**config.mk**
```make
export PLATFORM = sky130hd
export DESIGN_NAME = parity_stream_accum
export DESIGN_NICKNAME = d
export VERILOG_FILES = /design/src/rtl/parity_pkg.sv /design/src/rtl/xor_reduce_stage.sv /design/src/rtl/parity_stream_accum.sv
export SDC_FILE = /design/constraint.sdc
export NUM_CORES = 1
export LEC_CHECK = 0
export CAP_MARGIN = 10
export CELL_PAD_IN_SITES_DETAIL_PLACEMENT = 0
export CELL_PAD_IN_SITES_GLOBAL_PLACEMENT = 1
export CORE_UTILIZATION = 51
export DETAILED_ROUTE_END_ITERATION = 12
export DONT_BUFFER_PORTS = 1
export PLACE_DENSITY = 0.85
export SYNTH_ARGS = -nofsm -noshare
export SYNTH_HDL_FRONTEND = slang
export SYNTH_HIERARCHICAL = 1
export SYNTH_SLANG_ARGS = --single-unit
```
**constraint.sdc**
```tcl
create_clock -name clk -period 3.85 [get_ports clk]
set_input_delay 0 -clock clk [delete_from_list [all_inputs] [get_ports clk]]
set_output_delay 0 -clock clk [all_outputs]
set_load 0.005 [all_outputs]
```
**src/rtl/parity_pkg.sv**
```systemverilog
// rtl/parity_pkg.sv - shared types and tree-sizing helpers for the parity stream accumulator
package parity_pkg;

   typedef enum logic {
      IDLE   = 1'b0,
      ACTIVE = 1'b1
   } state_t;

   // Sideband carried alongside the partial parities through every tree level.
   typedef struct packed {
      logic valid;
      logic last;
      logic mode;
      logic chk_en;
      logic chk;
   } tok_t;

   // Number of nodes at a given tree level; level 0 is the raw data word.
   function automatic int level_nodes(input int width, input int fanin, input int level);
      int n;
      n = width;
      for (int i = 0; i < level; i++) begin
         n = (n + fanin - 1) / fanin;
      end
      return n;
   endfunction

   // A 1-bit word still gets one registered level so latency stays uniform.
   function automatic int tree_levels(input int width, input int fanin);
      int n;
      int l;
      n = width;
      l = 0;
      while (n > 1) begin
         n = (n + fanin - 1) / fanin;
         l++;
      end
      return (l < 1) ? 1 : l;
   endfunction

   // Bit offset of a level inside the flattened tree bus (levels packed back to back).
   function automatic int level_offset(input int width, input int fanin, input int level);
      int s;
      s = 0;
      for (int i = 0; i < level; i++) begin
         s += level_nodes(width, fanin, i);
      end
      return s;
   endfunction

endpackage

```
**src/rtl/xor_reduce_stage.sv**
```systemverilog
// rtl/xor_reduce_stage.sv - one registered XOR tree level with hold and synchronous clear
//   clk, rst   : clock, synchronous active-high clear of all stage state
//   i_hold     : keep the current contents (downstream stall)
//   i_tok      : sideband token entering the level
//   i_data     : N_IN partial parities from the previous level
//   o_tok      : registered token
//   o_data     : N_OUT registered partial parities, N_OUT = ceil(N_IN / FANIN)
module xor_reduce_stage
   import parity_pkg::*;
#(
   parameter  int N_IN  = 5,
   parameter  int FANIN = 4,
   localparam int N_OUT = (N_IN + FANIN - 1) / FANIN
) (
   input  logic             clk,
   input  logic             rst,
   input  logic             i_hold,
   input  tok_t             i_tok,
   input  logic [N_IN-1:0]  i_data,
   output tok_t             o_tok,
   output logic [N_OUT-1:0] o_data
);

   logic [N_OUT*FANIN-1:0] w_pad;
   logic [N_OUT-1:0]       w_par;
   tok_t                   r_tok;
   logic [N_OUT-1:0]       r_data;

   // The last node of a partly filled level sees zeros on its missing inputs.
   assign w_pad = (N_OUT*FANIN)'(i_data);

   always_comb begin
      w_par = '0;
      for (int j = 0; j < N_OUT; j++) begin
         w_par[j] = ^w_pad[j*FANIN +: FANIN];
      end
   end

   always_ff @(posedge clk) begin
      if (rst) begin
         r_tok  <= '0;
         r_data <= '0;
      end else if (!i_hold) begin
         r_tok  <= i_tok;
         r_data <= w_par;
      end
   end

   assign o_tok  = r_tok;
   assign o_data = r_data;

endmodule

```
**src/rtl/parity_stream_accum.sv**
```systemverilog
// rtl/parity_stream_accum.sv - pipelined per-frame parity engine with check and saturating count
//   clk, rst                      : clock, synchronous active-high reset
//   in_valid/in_ready/in_data     : word stream, in_last marks the frame's final word
//   in_odd                        : parity mode, taken from the first word of a frame
//   in_chk_en, in_chk             : expected-parity check, taken from the last word
//   out_valid/out_ready           : frame result handshake
//   out_parity, out_err, out_count: frame parity, check failure, saturating word count
module parity_stream_accum
   import parity_pkg::*;
#(
   parameter int WIDTH = 5,
   parameter int FANIN = 4,
   parameter int CNT_W = 16
) (
   input  logic             clk,
   input  logic             rst,
   input  logic             in_valid,
   output logic             in_ready,
   input  logic [WIDTH-1:0] in_data,
   input  logic             in_last,
   input  logic             in_odd,
   input  logic             in_chk_en,
   input  logic             in_chk,
   output logic             out_valid,
   input  logic             out_ready,
   output logic             out_parity,
   output logic             out_err,
   output logic [CNT_W-1:0] out_count
);

   localparam int              L       = tree_levels(WIDTH, FANIN);
   localparam int              TREE_W  = level_offset(WIDTH, FANIN, L + 1);
   localparam logic [CNT_W-1:0] CNT_MAX = '1;

   logic              w_stall;
   tok_t [L:0]        w_tok;
   logic [TREE_W-1:0] w_tree;
   tok_t              w_fin;
   logic              w_word_par;

   state_t            r_state;
   state_t            w_state_nxt;
   logic              r_acc;
   logic              w_acc_nxt;
   logic [CNT_W-1:0]  r_cnt;
   logic [CNT_W-1:0]  w_cnt_nxt;
   logic              r_mode;
   logic              w_mode_nxt;
   logic              w_emit;
   logic              w_res_par;

   logic              r_out_valid;
   logic              r_out_parity;
   logic              r_out_err;
   logic [CNT_W-1:0]  r_out_count;

   // Only a result that cannot leave blocks the pipe, so one result per cycle is sustainable.
   assign w_stall  = r_out_valid & ~out_ready;
   assign in_ready = ~w_stall;

   assign w_tok[0] = '{valid:  in_valid & ~w_stall,
                       last:   in_last,
                       mode:   in_odd,
                       chk_en: in_chk_en,
                       chk:    in_chk};
   assign w_tree[WIDTH-1:0] = in_data;

   for (genvar k = 1; k <= L; k++) begin : g_lvl
      localparam int NI = level_nodes(WIDTH, FANIN, k - 1);
      localparam int NO = level_nodes(WIDTH, FANIN, k);
      localparam int OI = level_offset(WIDTH, FANIN, k - 1);
      localparam int OO = level_offset(WIDTH, FANIN, k);

      xor_reduce_stage #(
         .N_IN  (NI),
         .FANIN (FANIN)
      ) u_stage (
         .clk    (clk),
         .rst    (rst),
         .i_hold (w_stall),
         .i_tok  (w_tok[k-1]),
         .i_data (w_tree[OI +: NI]),
         .o_tok  (w_tok[k]),
         .o_data (w_tree[OO +: NO])
      );
   end

   // The final level always has exactly one node: the word parity.
   assign w_fin      = w_tok[L];
   assign w_word_par = w_tree[TREE_W-1];

   always_ff @(posedge clk) begin
      if (rst) begin
         r_state <= IDLE;
         r_acc   <= 1'b0;
         r_cnt   <= '0;
         r_mode  <= 1'b0;
      end else begin
         r_state <= w_state_nxt;
         r_acc   <= w_acc_nxt;
         r_cnt   <= w_cnt_nxt;
         r_mode  <= w_mode_nxt;
      end
   end

   always_comb begin
      w_state_nxt = r_state;
      w_acc_nxt   = r_acc;
      w_cnt_nxt   = r_cnt;
      w_mode_nxt  = r_mode;
      w_emit      = 1'b0;
      w_res_par   = 1'b0;
      if (w_fin.valid && !w_stall) begin
         case (r_state)
            IDLE: begin
               // First word of a frame: mode comes from this token, acc is known zero.
               w_mode_nxt = w_fin.mode;
               w_cnt_nxt  = CNT_W'(1);
               w_res_par  = w_word_par ^ w_fin.mode;
               if (w_fin.last) begin
                  w_emit    = 1'b1;
                  w_acc_nxt = 1'b0;
               end else begin
                  w_acc_nxt   = w_word_par;
                  w_state_nxt = ACTIVE;
               end
            end
            ACTIVE: begin
               w_cnt_nxt = (r_cnt == CNT_MAX) ? r_cnt : r_cnt + CNT_W'(1);
               w_res_par = r_acc ^ w_word_par ^ r_mode;
               if (w_fin.last) begin
                  w_emit      = 1'b1;
                  w_acc_nxt   = 1'b0;
                  w_state_nxt = IDLE;
               end else begin
                  w_acc_nxt = r_acc ^ w_word_par;
               end
            end
            default: begin
               w_state_nxt = IDLE;
            end
         endcase
      end
   end

   // Emission only happens when not stalled, so it never overwrites an unconsumed result.
   always_ff @(posedge clk) begin
      if (rst) begin
         r_out_valid  <= 1'b0;
         r_out_parity <= 1'b0;
         r_out_err    <= 1'b0;
         r_out_count  <= '0;
      end else if (w_emit) begin
         r_out_valid  <= 1'b1;
         r_out_parity <= w_res_par;
         r_out_err    <= w_fin.chk_en & (w_res_par ^ w_fin.chk);
         r_out_count  <= w_cnt_nxt;
      end else if (r_out_valid && out_ready) begin
         r_out_valid  <= 1'b0;
      end
   end

   assign out_valid  = r_out_valid;
   assign out_parity = r_out_parity;
   assign out_err    = r_out_err;
   assign out_count  = r_out_count;

endmodule

```
[Word-level counts from Yosys, hierarchy flattened]
Cells that the tools add are included.
Cells by class
  add/sub/neg operators: 1
  eq/ne operators: 1
  mux-type cells: 13
  bitwise logic cells: 10
  reductions and logical operators: 8
Operator list (number)
  $mux W16: 2
  $pmux W16 S2: 1
  $add A16 B1 Y16 const B: 1
  $eq A16 B16 Y1 const B: 1
  $reduce_xor A4 Y1: 3
  $mux W1: 8
  $pmux W1 S2: 2
  $xor A1 B1 Y1: 4
  $and A1 B1 Y1: 3
  $not A1 Y1: 3
  $logic_and A1 B1 Y1: 2
  $reduce_and A2 Y1: 1
  $reduce_bool A2 Y1: 1
  $logic_not A1 Y1: 1
Word-level totals
  bits in registers: 51
  bits of input ports: 13
  output and inout port bits: 20
  word-level logic and storage cells: 53

[Depth between registers and ports, before layout]
Gate-level depths: netlist (run 1).
  word-level depth: 7
  mapped depth: 8
  depth with buffers taken out: 6

[Hierarchy]
Netlist (run 1), hierarchy kept.
Modules (own cells, without submodules)
  parity_stream_accum: times used 1, cells each 208, area each 1795.5 um2, sequential area each 760.7 um2
  xor_reduce_stage at g_lvl[1].u_stage: times used 1, cells each 26, area each 270.3 um2, sequential area each 140.1 um2
  xor_reduce_stage at g_lvl[2].u_stage: times used 1, cells each 21, area each 239.0 um2, sequential area each 120.1 um2

[Worst setup path before layout (run 1)]
No wires, ideal clock.
  path kind: reg-to-reg
  start point: reg r_cnt[3]
  end point: reg r_out_count[15], in the netlist out_count[15]
  setup time: 0.117 ns
  arrival time: 1.725 ns
  required time: 3.733 ns
  slack: 2.008 ns
  stages on the path, launching flop included: 7
  clock period less this slack: 1.842 ns
  cell sequence: dfxtp_1 > buf_4 > nand4_4 > or4_4 > o21ai_1 > or3b_1 > a22o_1
Between the ends
  word-level cells in the longest chain between the ends: 4
  elaborated cells between the ends (all ways): 5
  those cells by class: add/sub: 1; eq/ne: 1; mux: 3
RTL lines
  start, declared: RTL line parity_stream_accum.sv:45  | logic [CNT_W-1:0] r_cnt;
  start signal, assigned: RTL line parity_stream_accum.sv:101  | r_cnt <= w_cnt_nxt;
  $add A16 B1 Y16 / $eq A16 B16 Y1 (equally long branches): RTL line parity_stream_accum.sv:129  | w_cnt_nxt = (r_cnt == CNT_MAX) ? r_cnt : r_cnt + CNT_W'(1);
  $mux W16 *: RTL line parity_stream_accum.sv:129
  $pmux W16 S2 *: RTL line parity_stream_accum.sv:114  | case (r_state)
  $mux W16 *: RTL line parity_stream_accum.sv:113  | if (w_fin.valid && !w_stall) begin
  end signal, assigned: RTL line parity_stream_accum.sv:157  | r_out_count <= w_cnt_nxt;
  end, declared: RTL line parity_stream_accum.sv:55  | logic [CNT_W-1:0] r_out_count;
Every way passes the cells marked *; elsewhere a longest branch is shown, timed or not.
A chain may end at the register's enable or synchronous reset.

[Worst setup path after layout (run 1)]
  start point: reg r_out_valid, in the netlist out_valid
  end point: reg r_out_count[10], in the netlist out_count[10]
Between the ends
  word-level cells in the longest chain between the ends: 4
  elaborated cells between the ends (all ways): 5
  those cells by class: mux: 2; bitwise: 1; reduce/logical: 2
RTL lines
  start, declared: RTL line parity_stream_accum.sv:52  | logic r_out_valid;
  start signal, assigned: RTL line parity_stream_accum.sv:149  | r_out_valid <= 1'b0;
  start signal, assigned: RTL line parity_stream_accum.sv:154  | r_out_valid <= 1'b1;
  start signal, assigned: RTL line parity_stream_accum.sv:159  | r_out_valid <= 1'b0;
  $and A1 B1 Y1 *: RTL line parity_stream_accum.sv:58  | assign w_stall = r_out_valid & ~out_ready;
  named net w_stall: RTL line parity_stream_accum.sv:35  | logic w_stall;
  $logic_not A1 Y1 *
  $logic_and A1 B1 Y1 *: RTL line parity_stream_accum.sv:113
  $mux W16 / $mux W1 (equally long branches): RTL line parity_stream_accum.sv:113
Mark *: on every way through the listed nets, which the timed path passes. The rest lies on a longest branch.

==> results of run 1 <==
through the flow:
step / setup slack (ps) / utilization, % / cells / hold slack, ps
after floorplan: 2008 / - / 255 / 64.65
after global placement: 1582 / 53.36 / 299 / 69.13
after detailed placement: 1610 / 53.36 / 299 / 70.84
after CTS: 1570 / 57.36 / 314 / 1.710
after global routing: 1314 / 57.36 / 314 / 39.64
final: 1565 / 57.36 / 314 / 2.165
synthesized netlist by cell type, types with 3 or more instances:
cell	instances	area share [%]
a211oi_1	4	1.3
a21oi_1	16	3.5
a22o_1	3	1.1
a31oi_1	3	0.81
and3_1	4	1.1
buf_2	3	0.65
clkbuf_1	3	0.49
dfxtp_1	51	44
inv_1	5	0.81
mux2i_1	13	5.6
nand2_1	12	2.0
nand2b_1	3	0.81
nand3_1	13	2.8
nor2_1	34	5.5
nor3_1	15	3.3
nor4_1	6	1.6
o21ai_0	11	2.4
o22a_1	5	1.9
or3_1	3	0.81
xnor2_1	9	3.4
xor2_1	4	1.5
layout make-up:
type | instances | area [sq um] | share of cell area (%)
multi-input combinational | 187 | 1192 | 47.75
sequential | 51 | 1021 | 40.88
clock buffer | 7 | 96.34 | 3.858
timing repair buffer | 10 | 92.59 | 3.707
tap | 52 | 65.06 | 2.605
inverter | 6 | 22.52 | 0.9018
clock inverter | 1 | 7.507 | 0.3006
state kept, by name, summed over array words and instances, names as in the netlist, 3 cells and up:
name and cells:
r_cnt 16, g_lvl.u_stage/o_tok 10, out_count 16, g_lvl.u_stage/o_data 3
layer usage:
| metal | wire (um) | GRT usage (%) | up-vias |
|---|---|---|---|
| met1 | 2440 | 29.16 | 852 |
| met4 | 57 | 6.122 | 0 |
| li1 | - | - | 935 |
| met5 | 0 | 0 | - |
| met2 | 2082 | 30.20 | 50 |
| met3 | 276 | 5.814 | 5 |
kinds of logic after synthesis:
kind of cell | after synthesis
AO/OA/AOI/OAI | 55
XOR/XNOR | 14
adder cells (fa/ha/maj) | 1
buffers and inverters | 17
flip-flops | 51
multiplexers | 13
AND/OR/NAND/NOR | 104
worst register-to-register path: stages, from the launching register on:
cell and delay (ps):
dfxtp_1 360, nand2b_1 220, clkinv_1 190, nor2_1 60
buf_4 200, nor2_1 780, a21oi_1 80, a221oi_1 290
final timing paths:
check,from,endpoint,slack [ps]
worst max-delay path,out_valid$_SDFFE_PP0P_,out_count[10]$_SDFFE_PP0P_,1560
worst min-delay path,in_data[2],g_lvl[1].u_stage/o_data[0]$_SDFFE_PP0N_,2
worst max register to register,out_valid$_SDFFE_PP0P_,out_count[10]$_SDFFE_PP0P_,1560
worst min register to register,g_lvl[2].u_stage/o_tok[2]$_SDFFE_PP0N_,r_mode$_SDFFE_PP0P_,480
power groups by stage:
stage	clock (mW)	sequential, mW	combinational, mW
6_report	0.340	0.551	0.0598
5_1_grt	0.370	0.553	0.0653
4_1_cts	0.348	0.551	0.0598
3_5_place_dp	0	0.564	0.0505
3_3_place_gp	0	0.563	0.0495
2_1_floorplan	0	0.561	0.0438
==> impl_metrics.prom, run 1 <==
# TYPE chip_impl_metric gauge
chip_impl_info{name="crit_path_most_repeated_cell",value="nor2_1"} 1
chip_impl_info{name="run_status",value="complete, no violations"} 1
chip_impl_metric{name="netlist_instances",unit=""} 255
chip_impl_metric{name="yosys.cell_types.count",unit=""} 48
chip_impl_metric{name="combinationalPowerShare",unit="%"} 6.3
chip_impl_info{name="worstSetupEndpointType",value="flip-flop"} 1
chip_impl_metric{name="starting_density_of_the_core",unit="%"} 52.93
chip_impl_metric{name="synth-edff-count",unit=""} 0
chip_impl_metric{name="synth.mux.area_fraction",unit="%"} 5.646
chip_impl_metric{name="fmax",unit="MHz"} 437.6
chip_impl_metric{name="post-cts-setup-buffer-count",unit=""} 0
chip_impl_metric{name="synth_xor_area_share",unit="%"} 5.917
chip_impl_metric{name="timing_max_transition_violations_final",unit=""} 0
chip_impl_metric{name="viasPerCell",unit=""} 5.866
chip_impl_metric{name="die-width",unit="um"} 69.23
chip_impl_metric{name="count_of_endpoints_failing_setup_in_the_final_report",unit=""} 0
chip_impl_metric{name="core_region_area",unit="sq um"} 4354
chip_impl_metric{name="ir_drop",unit="uV"} 233.8
chip_impl_metric{name="n_antenna_cell",unit=""} 0
chip_impl_metric{name="required_time_of_the_worst_setup_path",unit="ps"} 4050
chip_impl_metric{name="cts_resized",unit=""} 0
chip_impl_metric{name="basic_gate_share_of_the_synthesized_area_counting_and_or_nand_and_nor_cells",unit="%"} 23.72
chip_impl_metric{name="cellLeakagePower",unit="nW"} 0.9006
chip_impl_metric{name="seq_area_frac_synth",unit="%"} 44.30
chip_impl_metric{name="power-per-cell-area",unit="nW/um^2"} 380.8
chip_impl_metric{name="placementRows",unit=""} 24
chip_impl_metric{name="initial_antenna_violation_count",unit=""} 0
chip_impl_metric{name="rr_worst_depth",unit=""} 7
chip_impl_metric{name="crit_arrival",unit="ps"} 2490
chip_impl_metric{name="post-layout-total-power",unit="mW"} 0.9510
chip_impl_metric{name="switchingPower",unit="mW"} 0.2191
chip_impl_metric{name="avgSynthCellArea",unit="sq um"} 9.038
chip_impl_metric{name="fraction_of_the_mapped_netlist_area_in_compound_gates",unit="%"} 15.91
chip_impl_metric{name="worstMarginPinSlew",unit="ps"} 1017
chip_impl_metric{name="flow.area_growth_from_synthesis",unit="%"} 8.361
chip_impl_info{name="cpLargestDelayFamily",value="simple AND/OR/NAND/NOR gates"} 1
chip_impl_metric{name="synth_warnings",unit=""} 6
chip_impl_metric{name="maxSlewHeadroom",unit="%"} 31.92
chip_impl_metric{name="postSynth.asyncResetShare",unit="%"} 0
chip_impl_info{name="hp-class",value="in -> reg"} 1
chip_impl_metric{name="cts_buffers",unit=""} 5
chip_impl_metric{name="drtIter0Drc",unit=""} 147
chip_impl_metric{name="max-clock-path-buffers",unit=""} 2
chip_impl_metric{name="floorplan_die_area",unit="sq um"} 4792
chip_impl_metric{name="grt_first_pass_wirelength",unit="mm"} 7.769
chip_impl_metric{name="clock_sink_count",unit=""} 51
chip_impl_metric{name="internal_power",unit="mW"} 0.7319
chip_impl_metric{name="timing.critical_path.depth",unit=""} 7
chip_impl_metric{name="total_via_count_after_detailed_routing",unit=""} 1842
chip_impl_metric{name="worstPathMaxFanout",unit=""} 18
chip_impl_metric{name="final.setup.tns",unit="ps"} 0
chip_impl_metric{name="dpl_cell_area",unit="sq um"} 2323
chip_impl_metric{name="synth.ff_latch_count",unit=""} 51
chip_impl_metric{name="grt_pass1_vias",unit=""} 1586
chip_impl_metric{name="wl_per_cell",unit="um"} 15.47
chip_impl_info{name="layout.cells.most_common_list",value="dfxtp_1, nor2_1, a21oi_1"} 1
chip_impl_metric{name="critical_path.n_buffers_inverters",unit=""} 2
chip_impl_info{name="synth_top_family_by_area",value="simple AND/OR/NAND/NOR gates"} 1
chip_impl_metric{name="wl",unit="mm"} 4.857
chip_impl_metric{name="swShare",unit="%"} 23.04
chip_impl_metric{name="grt_util_all_layers",unit="%"} 20.51
chip_impl_metric{name="finalHoldViolations",unit=""} 0
chip_impl_metric{name="final_layout_size_suffix_gt1_share",unit="%"} 6.870
chip_impl_metric{name="portion_of_total_power_attributed_to_sequential_cells",unit="%"} 58.0
chip_impl_info{name="synth_top_flop_cell",value="dfxtp_1"} 1
chip_impl_info{name="cts_root_buf",value="clkbuf_8"} 1
chip_impl_metric{name="layout.nets",unit=""} 275
chip_impl_metric{name="clock_insertion_delay_worst_skew",unit="ps"} 300
chip_impl_info{name="crit_slowest_cell",value="nor2_1"} 1
chip_impl_metric{name="grt_max_degree",unit=""} 24
chip_impl_info{name="cp_cell_sequence",value="nand2b_1, clkinv_1, nor2_1, buf_4, nor2_1, a21oi_1, a221oi_1"} 1
chip_impl_metric{name="yosys.area_share.adder",unit="%"} 0.5429
chip_impl_metric{name="dieHeight",unit="um"} 69.23
chip_impl_metric{name="pwr-share-clk",unit="%"} 35.7
chip_impl_metric{name="timing.max_cap.violations",unit=""} 0
chip_impl_metric{name="ant_nets",unit=""} 0
chip_impl_metric{name="layout_worst_path_cycle_share",unit="%"} 59.36
chip_impl_info{name="worst_setup_path_start_kind",value="flip-flop"} 1
chip_impl_metric{name="portBuffers",unit=""} 0
chip_impl_metric{name="post_synthesis_cell_area",unit="sq um"} 2305
chip_impl_metric{name="overflow",unit=""} 0
chip_impl_metric{name="clock-skew-final",unit="ps"} 8.259
chip_impl_metric{name="cts-htree-levels",unit=""} 2
chip_impl_info{name="critPathKind",value="reg -> reg"} 1
chip_impl_metric{name="postSynthNetCount",unit=""} 269
chip_impl_metric{name="cts_hold_buffers",unit=""} 7
chip_impl_metric{name="fillCellCount",unit=""} 393
chip_impl_metric{name="place.detailed.hpwl",unit="mm"} 3.365
chip_impl_metric{name="cp_slowest_stage_delay",unit="ps"} 780
chip_impl_metric{name="drcViolationCount",unit=""} 0
chip_impl_metric{name="clk_transition_reported_paths",unit="ps"} 90
chip_impl_metric{name="min_path_cells",unit=""} 3
chip_impl_info{name="clock_tree_from_tritoncts",value="yes"} 1
chip_impl_metric{name="layout.cell_area.non_filler",unit="sq um"} 2497
chip_impl_metric{name="final.min_clock_period",unit="ps"} 2285
chip_impl_info{name="rsz0062_at_grt",value="false"} 1
chip_impl_metric{name="pin_count",unit=""} 33
chip_impl_info{name="most_common_cell_after_layout_fill_and_taps_aside",value="dfxtp_1"} 1
chip_impl_metric{name="place.gp.congestion",unit=""} 0.8560
chip_impl_metric{name="drt_pre_antenna_iters",unit=""} 4
No activity file was read; power rests on OpenSTA's default activity.
==> inputs of run 2 (changes only) <==
Settings changed: ABC_AREA from default to 1, CORE_UTILIZATION 51 to 41, PLACE_DENSITY 0.85 to 0.77.
Clock period 3.85 ns to 1.9 ns, I/O delays scaled along.
==> run 2 against run 1 <==
Net effect: global-route usage fell by 2.4 points; via count rose by 14%; power increased by 97%; highest routed layer unchanged; synthesized cell count rose by 35%; worst setup slack worse by 1400 ps; first-iteration DRC count shrank 22%; largest power group unchanged; die area is 34% higher.
==> impl_metrics.prom, run 2 <==
# TYPE chip_impl_metric gauge
chip_impl_metric{name="clock_sink_count",unit=""} 51
chip_impl_metric{name="fmax",unit="MHz"} 572.0
chip_impl_metric{name="grt_first_pass_wirelength",unit="mm"} 9.094
chip_impl_info{name="rsz0062_at_grt",value="false"} 1
chip_impl_info{name="synth_top_flop_cell",value="dfxtp_1"} 1
chip_impl_metric{name="n_antenna_cell",unit=""} 0
chip_impl_info{name="clock_tree_from_tritoncts",value="yes"} 1
chip_impl_metric{name="layout.nets",unit=""} 375
chip_impl_metric{name="ir_drop",unit="uV"} 338.4
chip_impl_metric{name="dpl_cell_area",unit="sq um"} 2571
chip_impl_info{name="worst_setup_path_start_kind",value="primary input"} 1
chip_impl_metric{name="grt_max_degree",unit=""} 21
chip_impl_metric{name="crit_arrival",unit="ps"} 1960
chip_impl_metric{name="maxSlewHeadroom",unit="%"} 46.17
chip_impl_metric{name="place.detailed.hpwl",unit="mm"} 3.721
chip_impl_metric{name="combinationalPowerShare",unit="%"} 6.8
chip_impl_metric{name="max-clock-path-buffers",unit=""} 2
chip_impl_metric{name="grt_pass1_vias",unit=""} 1969
chip_impl_metric{name="total_via_count_after_detailed_routing",unit=""} 2096
chip_impl_metric{name="power-per-cell-area",unit="nW/um^2"} 672.6
chip_impl_metric{name="dieHeight",unit="um"} 80.03
chip_impl_metric{name="place.gp.congestion",unit=""} 0.8565
chip_impl_metric{name="viasPerCell",unit=""} 4.796
chip_impl_metric{name="synth-edff-count",unit=""} 0
chip_impl_info{name="worstSetupEndpointType",value="flip-flop"} 1
chip_impl_info{name="critPathKind",value="in -> reg"} 1
chip_impl_metric{name="clk_transition_reported_paths",unit="ps"} 100
chip_impl_metric{name="final_layout_size_suffix_gt1_share",unit="%"} 12.71
chip_impl_metric{name="drt_pre_antenna_iters",unit=""} 4
chip_impl_info{name="crit_slowest_cell",value="dlygate4sd3_1"} 1
chip_impl_metric{name="finalNonFillerCells",unit=""} 437
chip_impl_info{name="run_status",value="complete, no violations"} 1
chip_impl_metric{name="synth.ff_latch_count",unit=""} 51
chip_impl_info{name="layout.cells.most_common_list",value="nand2_1, dfxtp_1, inv_1"} 1
chip_impl_metric{name="timing_max_transition_violations_final",unit=""} 0
chip_impl_metric{name="portion_of_total_power_attributed_to_sequential_cells",unit="%"} 59.4
chip_impl_metric{name="count_of_endpoints_failing_setup_in_the_final_report",unit=""} 0
chip_impl_metric{name="postSynthNetCount",unit=""} 357
chip_impl_metric{name="timing.max_cap.violations",unit=""} 0
chip_impl_metric{name="finalHoldWorstSlack",unit="ps"} 123.4
chip_impl_info{name="synth.area.top_cells",value="dfxtp_1, nand2_1, inv_1, nand3_1, a21oi_1"} 1
chip_impl_metric{name="switchingPower",unit="mW"} 0.4613
chip_impl_metric{name="die-width",unit="um"} 80.03
chip_impl_metric{name="wl_per_cell",unit="um"} 11.63
chip_impl_metric{name="postSynth.asyncResetShare",unit="%"} 0
chip_impl_metric{name="required_time_of_the_worst_setup_path",unit="ps"} 2110
chip_impl_metric{name="grt_util_all_layers",unit="%"} 18.07
chip_impl_metric{name="worstPathMaxFanout",unit=""} 2
chip_impl_metric{name="worstMarginPinSlew",unit="ps"} 807.4
chip_impl_metric{name="drcViolationCount",unit=""} 0
chip_impl_info{name="yosysMostFrequentCell",value="nand2_1"} 1
chip_impl_metric{name="final.setup.tns",unit="ps"} 0
chip_impl_info{name="synth_largest_area_cell",value="dfxtp_1"} 1
chip_impl_metric{name="core_region_area",unit="sq um"} 5886
chip_impl_metric{name="worst-r2r-setup-slack",unit="ps"} 200
chip_impl_metric{name="dpl.cell_count",unit=""} 417
chip_impl_info{name="crit_path_most_repeated_cell",value="nand2_1"} 1
chip_impl_metric{name="floorplan_die_area",unit="sq um"} 6404
chip_impl_metric{name="final.min_clock_period",unit="ps"} 1748
chip_impl_metric{name="starting_density_of_the_core",unit="%"} 42.41
chip_impl_metric{name="post_synthesis_cell_area",unit="sq um"} 2496
chip_impl_metric{name="flow.area_growth_from_synthesis",unit="%"} 11.43
chip_impl_metric{name="dp_slack",unit="ps"} 216.8
chip_impl_info{name="cp_cell_sequence",value="dlygate4sd3_1, nand2_1, nand2_1, dlygate4sd3_1, nand2_1, dlygate4sd3_1, nand3_1, nand2_1, inv_1"} 1
chip_impl_metric{name="pwr-share-clk",unit="%"} 33.8
chip_impl_metric{name="cts-htree-levels",unit=""} 2
chip_impl_metric{name="cts_buffers",unit=""} 5
chip_impl_metric{name="placementRows",unit=""} 28
chip_impl_metric{name="layout.cell_area.non_filler",unit="sq um"} 2781
chip_impl_metric{name="top_area_cell_type_share_of_the_netlist_area",unit="%"} 40.90
chip_impl_metric{name="cellLeakagePower",unit="nW"} 1.339
chip_impl_metric{name="clock_insertion_delay_worst_skew",unit="ps"} 300
chip_impl_metric{name="clock-skew-final",unit="ps"} 5.382
chip_impl_info{name="hp-class",value="in -> reg"} 1
chip_impl_metric{name="pin_count",unit=""} 33
chip_impl_metric{name="layout_worst_path_cycle_share",unit="%"} 92.01
chip_impl_metric{name="synth_warnings",unit=""} 6
chip_impl_metric{name="avgSynthCellArea",unit="sq um"} 7.277
chip_impl_metric{name="overflow",unit=""} 0
chip_impl_metric{name="ant_nets",unit=""} 0
chip_impl_info{name="most_common_cell_after_layout_fill_and_taps_aside",value="nand2_1"} 1
chip_impl_metric{name="yosys.cell_types.count",unit=""} 39
chip_impl_metric{name="swShare",unit="%"} 24.66
chip_impl_metric{name="finalHoldViolations",unit=""} 0
chip_impl_info{name="synth_top_cells_by_count",value="nand2_1, dfxtp_1, inv_1, nand3_1, a21oi_1"} 1
chip_impl_metric{name="wl",unit="mm"} 5.082
chip_impl_metric{name="fillCellCount",unit=""} 617
chip_impl_metric{name="cp_slowest_stage_delay",unit="ps"} 550
chip_impl_metric{name="initial_antenna_violation_count",unit=""} 0
chip_impl_metric{name="final_critical_path_setup_slack",unit="ps"} 151.9
chip_impl_metric{name="seq_area_frac_synth",unit="%"} 40.90
chip_impl_metric{name="drtIter0Drc",unit=""} 114
chip_impl_info{name="cts_root_buf",value="clkbuf_8"} 1
chip_impl_metric{name="internal_power",unit="mW"} 1.410
chip_impl_metric{name="portBuffers",unit=""} 0
chip_impl_metric{name="netlist_instances",unit=""} 343
## run 2: worst paths after layout
path                                          startpoint                                 endpoint  cells after the start
setup / recovery                              in_data[1]  g_lvl[1].u_stage/o_data[0]$_SDFFE_PP0N_                      9
hold / removal                                 out_ready                     r_state$_SDFFE_PP0P_                      4
setup reg to reg                  out_valid$_SDFFE_PP0P_  g_lvl[1].u_stage/o_data[1]$_SDFFE_PP0N_                      6
hold reg to reg   g_lvl[1].u_stage/o_tok[1]$_SDFFE_PP0N_   g_lvl[2].u_stage/o_tok[1]$_SDFFE_PP0N_                      2
## run 2: power groups by stage
stage	clock, mW	combinational (mW)	sequential (mW)
finish	0.632	0.128	1.11
global route	0.696	0.148	1.12
CTS	0.658	0.128	1.11
detailed placement	0	0.100	1.14
global placement	0	0.102	1.14
floorplan	0	0.0876	1.13
## run 2: layout make-up
type / count / area (sq um) / share of cell area [%]
Sequential cell: 51 / 1021 / 36.71
Inverter: 53 / 201.4 / 7.242
Multi-Input combinational cell: 235 / 1232 / 44.31
Clock buffer: 5 / 68.82 / 2.474
Tap cell: 75 / 93.84 / 3.374
Timing Repair Buffer: 15 / 145.1 / 5.218
Clock inverter: 3 / 18.77 / 0.6748
## run 2: metrics by stage
stage          power, mW  util, %
4_1_cts            1.897    47.22
6_report           1.871    47.26
3_3_place_gp       1.237    43.69
3_5_place_dp       1.236    43.69
2_1_floorplan      1.220        -
5_1_grt            1.959    47.26
## run 2: repair_timing
item	4_1_cts	5_1_grt
resized for setup	0	1
setup endpoints to repair	0	20
setup buffers	0	0
hold buffers	12	0
hold endpoints to repair	30	0
## run 2: metal layers
metal / wire [um] / global-route usage (%)
met5: 0 / 0
met1: 2641 / 24.91
met2: 2197 / 28.12
met4: 44 / 5.179
met3: 198 / 3.886
## run 2: kinds of logic (layout without fill, tap and decap cells)
kind of cell	after synthesis	count (layout)	share of synthesized area, %
adder cells (fa/ha/maj)	1	1	0.5012
AO/OA/AOI/OAI	43	43	10.93
AND/OR/NAND/NOR	187	187	36.54
flip-flops	51	51	40.90
buffers and inverters	57	76	9.724
XOR/XNOR	4	4	1.404
## run 2: worst max-delay path, delay by kind of cell
family                 cells  cell delay [ps]
buffers and inverters      4             1670
and+or+nand+nor            5              290
==> inputs of run 3 (changes only) <==
Settings changed: CORE_UTILIZATION 41 to 45, PLACE_DENSITY 0.77 to 0.8.
Clock period 1.9 ns to 1.7 ns, I/O delays scaled along.
==> run 3 against run 2 <==
Net effect: largest power group unchanged; combinational power rose by 26%; cell area rose by 4.7%; first-iteration DRC count down 45%.
==> impl_metrics.prom, run 3 (same netlist as run 2, synthesis figures left out) <==
# TYPE chip_impl_metric gauge
chip_impl_info{name="layout.cells.most_common_list",value="nand2_1, dfxtp_1, inv_1"} 1
chip_impl_metric{name="wl",unit="mm"} 5.087
chip_impl_metric{name="drcViolationCount",unit=""} 0
chip_impl_info{name="critPathKind",value="reg -> reg"} 1
chip_impl_metric{name="cts-htree-levels",unit=""} 2
chip_impl_info{name="r2r_end",value="g_lvl[2].u_stage/o_tok[4]$_SDFFE_PP0N_"} 1
chip_impl_metric{name="ir_drop",unit="uV"} 379.6
chip_impl_metric{name="initial_antenna_violation_count",unit=""} 0
chip_impl_metric{name="rr_worst_depth",unit=""} 6
chip_impl_metric{name="drtIter0Drc",unit=""} 63
chip_impl_metric{name="layout.nets",unit=""} 388
chip_impl_metric{name="flow.area_growth_from_synthesis",unit="%"} 16.64
chip_impl_metric{name="cellLeakagePower",unit="nW"} 1.389
chip_impl_metric{name="dieHeight",unit="um"} 76.48
chip_impl_metric{name="placementRows",unit=""} 26
chip_impl_metric{name="viasPerCell",unit=""} 4.811
chip_impl_metric{name="place.detailed.hpwl",unit="mm"} 3.607
chip_impl_metric{name="clk_transition_reported_paths",unit="ps"} 90
chip_impl_info{name="hold_path_end",value="g_lvl[1].u_stage/o_data[0]$_SDFFE_PP0N_"} 1
chip_impl_metric{name="core_region_area",unit="sq um"} 5238
chip_impl_metric{name="critical_path.n_buffers_inverters",unit=""} 3
chip_impl_metric{name="max-clock-path-buffers",unit=""} 2
chip_impl_metric{name="clock-skew-final",unit="ps"} 10.77
chip_impl_info{name="timing.rr.start",value="out_valid$_SDFFE_PP0P_"} 1
chip_impl_metric{name="wl_per_cell",unit="um"} 11.43
chip_impl_info{name="run_status",value="complete, no violations"} 1
chip_impl_metric{name="drt_pre_antenna_iters",unit=""} 4
chip_impl_metric{name="worstPathMaxFanout",unit=""} 8
chip_impl_metric{name="maxSlewHeadroom",unit="%"} 49.77
chip_impl_metric{name="grt_util_all_layers",unit="%"} 19.02
chip_impl_metric{name="clock_insertion_delay_worst_skew",unit="ps"} 300
chip_impl_metric{name="total_via_count_after_detailed_routing",unit=""} 2141
chip_impl_info{name="cp_cell_sequence",value="nand2_4, clkinvlp_4, inv_4, nand2_1, a21oi_1, dlygate4sd3_1"} 1
chip_impl_metric{name="min_path_cells",unit=""} 7
chip_impl_metric{name="n_antenna_cell",unit=""} 0
chip_impl_metric{name="layout_worst_path_cycle_share",unit="%"} 92.28
chip_impl_info{name="worstSetupEndpointType",value="flip-flop"} 1
chip_impl_metric{name="count_of_endpoints_failing_setup_in_the_final_report",unit=""} 0
chip_impl_metric{name="crit_arrival",unit="ps"} 1820
chip_impl_metric{name="required_time_of_the_worst_setup_path",unit="ps"} 1950
chip_impl_metric{name="timing_max_transition_violations_final",unit=""} 0
chip_impl_metric{name="cts_buffers",unit=""} 5
chip_impl_metric{name="final_layout_size_suffix_gt1_share",unit="%"} 16.27
chip_impl_metric{name="post-layout-total-power",unit="mW"} 2.133
chip_impl_metric{name="floorplan_die_area",unit="sq um"} 5849
chip_impl_metric{name="dpl_cell_area",unit="sq um"} 2610
chip_impl_metric{name="die-width",unit="um"} 76.48
chip_impl_metric{name="final.min_clock_period",unit="ps"} 1569
chip_impl_metric{name="finalHoldWorstSlack",unit="ps"} 30.55
chip_impl_metric{name="worstMarginPinSlew",unit="ps"} 750.9
chip_impl_info{name="hp-class",value="in -> reg"} 1
chip_impl_info{name="cts_root_buf",value="clkbuf_8"} 1
chip_impl_info{name="crit_slowest_cell",value="dlygate4sd3_1"} 1
chip_impl_info{name="holdCritStartpoint",value="in_data[3]"} 1
chip_impl_metric{name="worst-r2r-setup-slack",unit="ps"} 130
chip_impl_metric{name="fmax",unit="MHz"} 637.4
chip_impl_metric{name="grt_pass1_vias",unit=""} 1973
chip_impl_metric{name="ant_nets",unit=""} 0
chip_impl_info{name="cpLargestDelayFamily",value="buffers and inverters"} 1
chip_impl_metric{name="portBuffers",unit=""} 0
chip_impl_metric{name="finalHoldViolations",unit=""} 0
chip_impl_info{name="clock_tree_from_tritoncts",value="yes"} 1
chip_impl_metric{name="power-per-cell-area",unit="nW/um^2"} 732.5
chip_impl_metric{name="starting_density_of_the_core",unit="%"} 47.66
chip_impl_info{name="rsz0062_at_grt",value="false"} 1
chip_impl_metric{name="cp_slowest_stage_delay",unit="ps"} 550
chip_impl_metric{name="grt_max_degree",unit=""} 20
chip_impl_metric{name="layout.cell_area.non_filler",unit="sq um"} 2912
chip_impl_metric{name="place.gp.congestion",unit=""} 0.8197
chip_impl_info{name="worst_setup_path_start_kind",value="flip-flop"} 1
chip_impl_metric{name="timing.max_cap.violations",unit=""} 0
chip_impl_metric{name="final.setup.tns",unit="ps"} 0
chip_impl_info{name="most_common_cell_after_layout_fill_and_taps_aside",value="nand2_1"} 1
chip_impl_metric{name="grt_first_pass_wirelength",unit="mm"} 8.907
chip_impl_metric{name="clock_sink_count",unit=""} 51
chip_impl_metric{name="pin_count",unit=""} 33
chip_impl_metric{name="overflow",unit=""} 0
## run 3: area by class of cell
| class | count | area [sq um] |
|---|---|---|
| multi-input combinational | 236 | 1249 |
| timing repair buffer | 27 | 240.2 |
| inverter | 53 | 216.5 |
| tap | 70 | 87.58 |
| fill | 523 | 2326 |
| sequential | 51 | 1023 |
| clock buffer | 7 | 86.33 |
| clock inverter | 1 | 8.758 |
## run 3: layer usage
layer | track usage, % | part of all wire (%)
met2 | 29.64 | 43
met5 | 0 | 0
met1 | 25.55 | 52
met3 | 4.671 | 4.0
met4 | 6.346 | 1.3
## run 3: how the worst max path moves through the flow
stage                           startpoint                                 endpoint  slack, ps  cells after the start
detailed placement     r_cnt[1]$_SDFF_PP0_               out_count[10]$_SDFFE_PP0P_        110                     10
global placement       r_cnt[1]$_SDFF_PP0_               out_count[10]$_SDFFE_PP0P_        140                     10
global route           r_cnt[1]$_SDFF_PP0_                out_count[2]$_SDFFE_PP0P_          8                     11
floorplan              r_cnt[0]$_SDFF_PP0_               out_count[10]$_SDFFE_PP0P_        250                     10
finish              out_valid$_SDFFE_PP0P_   g_lvl[2].u_stage/o_tok[4]$_SDFFE_PP0N_        130                      6
CTS                 out_valid$_SDFFE_PP0P_  g_lvl[1].u_stage/o_data[1]$_SDFFE_PP0N_         40                      6
## run 3: timing repair
item | 4_1_cts | 5_1_grt
buffers inserted | 0 | 3
hold buffers | 15 | 0
endpoints found under the hold margin | 30 | 0
endpoints found under the setup margin | 0 | 9
gates resized for setup | 0 | 10
## run 3: worst min-delay path: stages
cell and delay (ps):
inv_1 30, nand2_1 50, nand2_1 40, nand2_1 50, nand3_1 60, nand2_1 50, inv_1 30
## run 3: power breakdown
| part | switching, mW | internal [mW] |
|---|---|---|
| combinational | 0.0861 | 0.0749 |
| sequential | 0.0188 | 1.22 |
| clock | 0.398 | 0.334 |
| total | 0.503 | 1.63 |
## run 3: per-stage QoR
stage	instances	util [%]	setup WS, ps
after global placement	418	49.83	144.0
after CTS	441	54.52	44.46
final	445	55.59	131.2
after floorplan	343	-	252.7
after global routing	445	55.59	7.828
after detailed placement	418	49.83	111.6
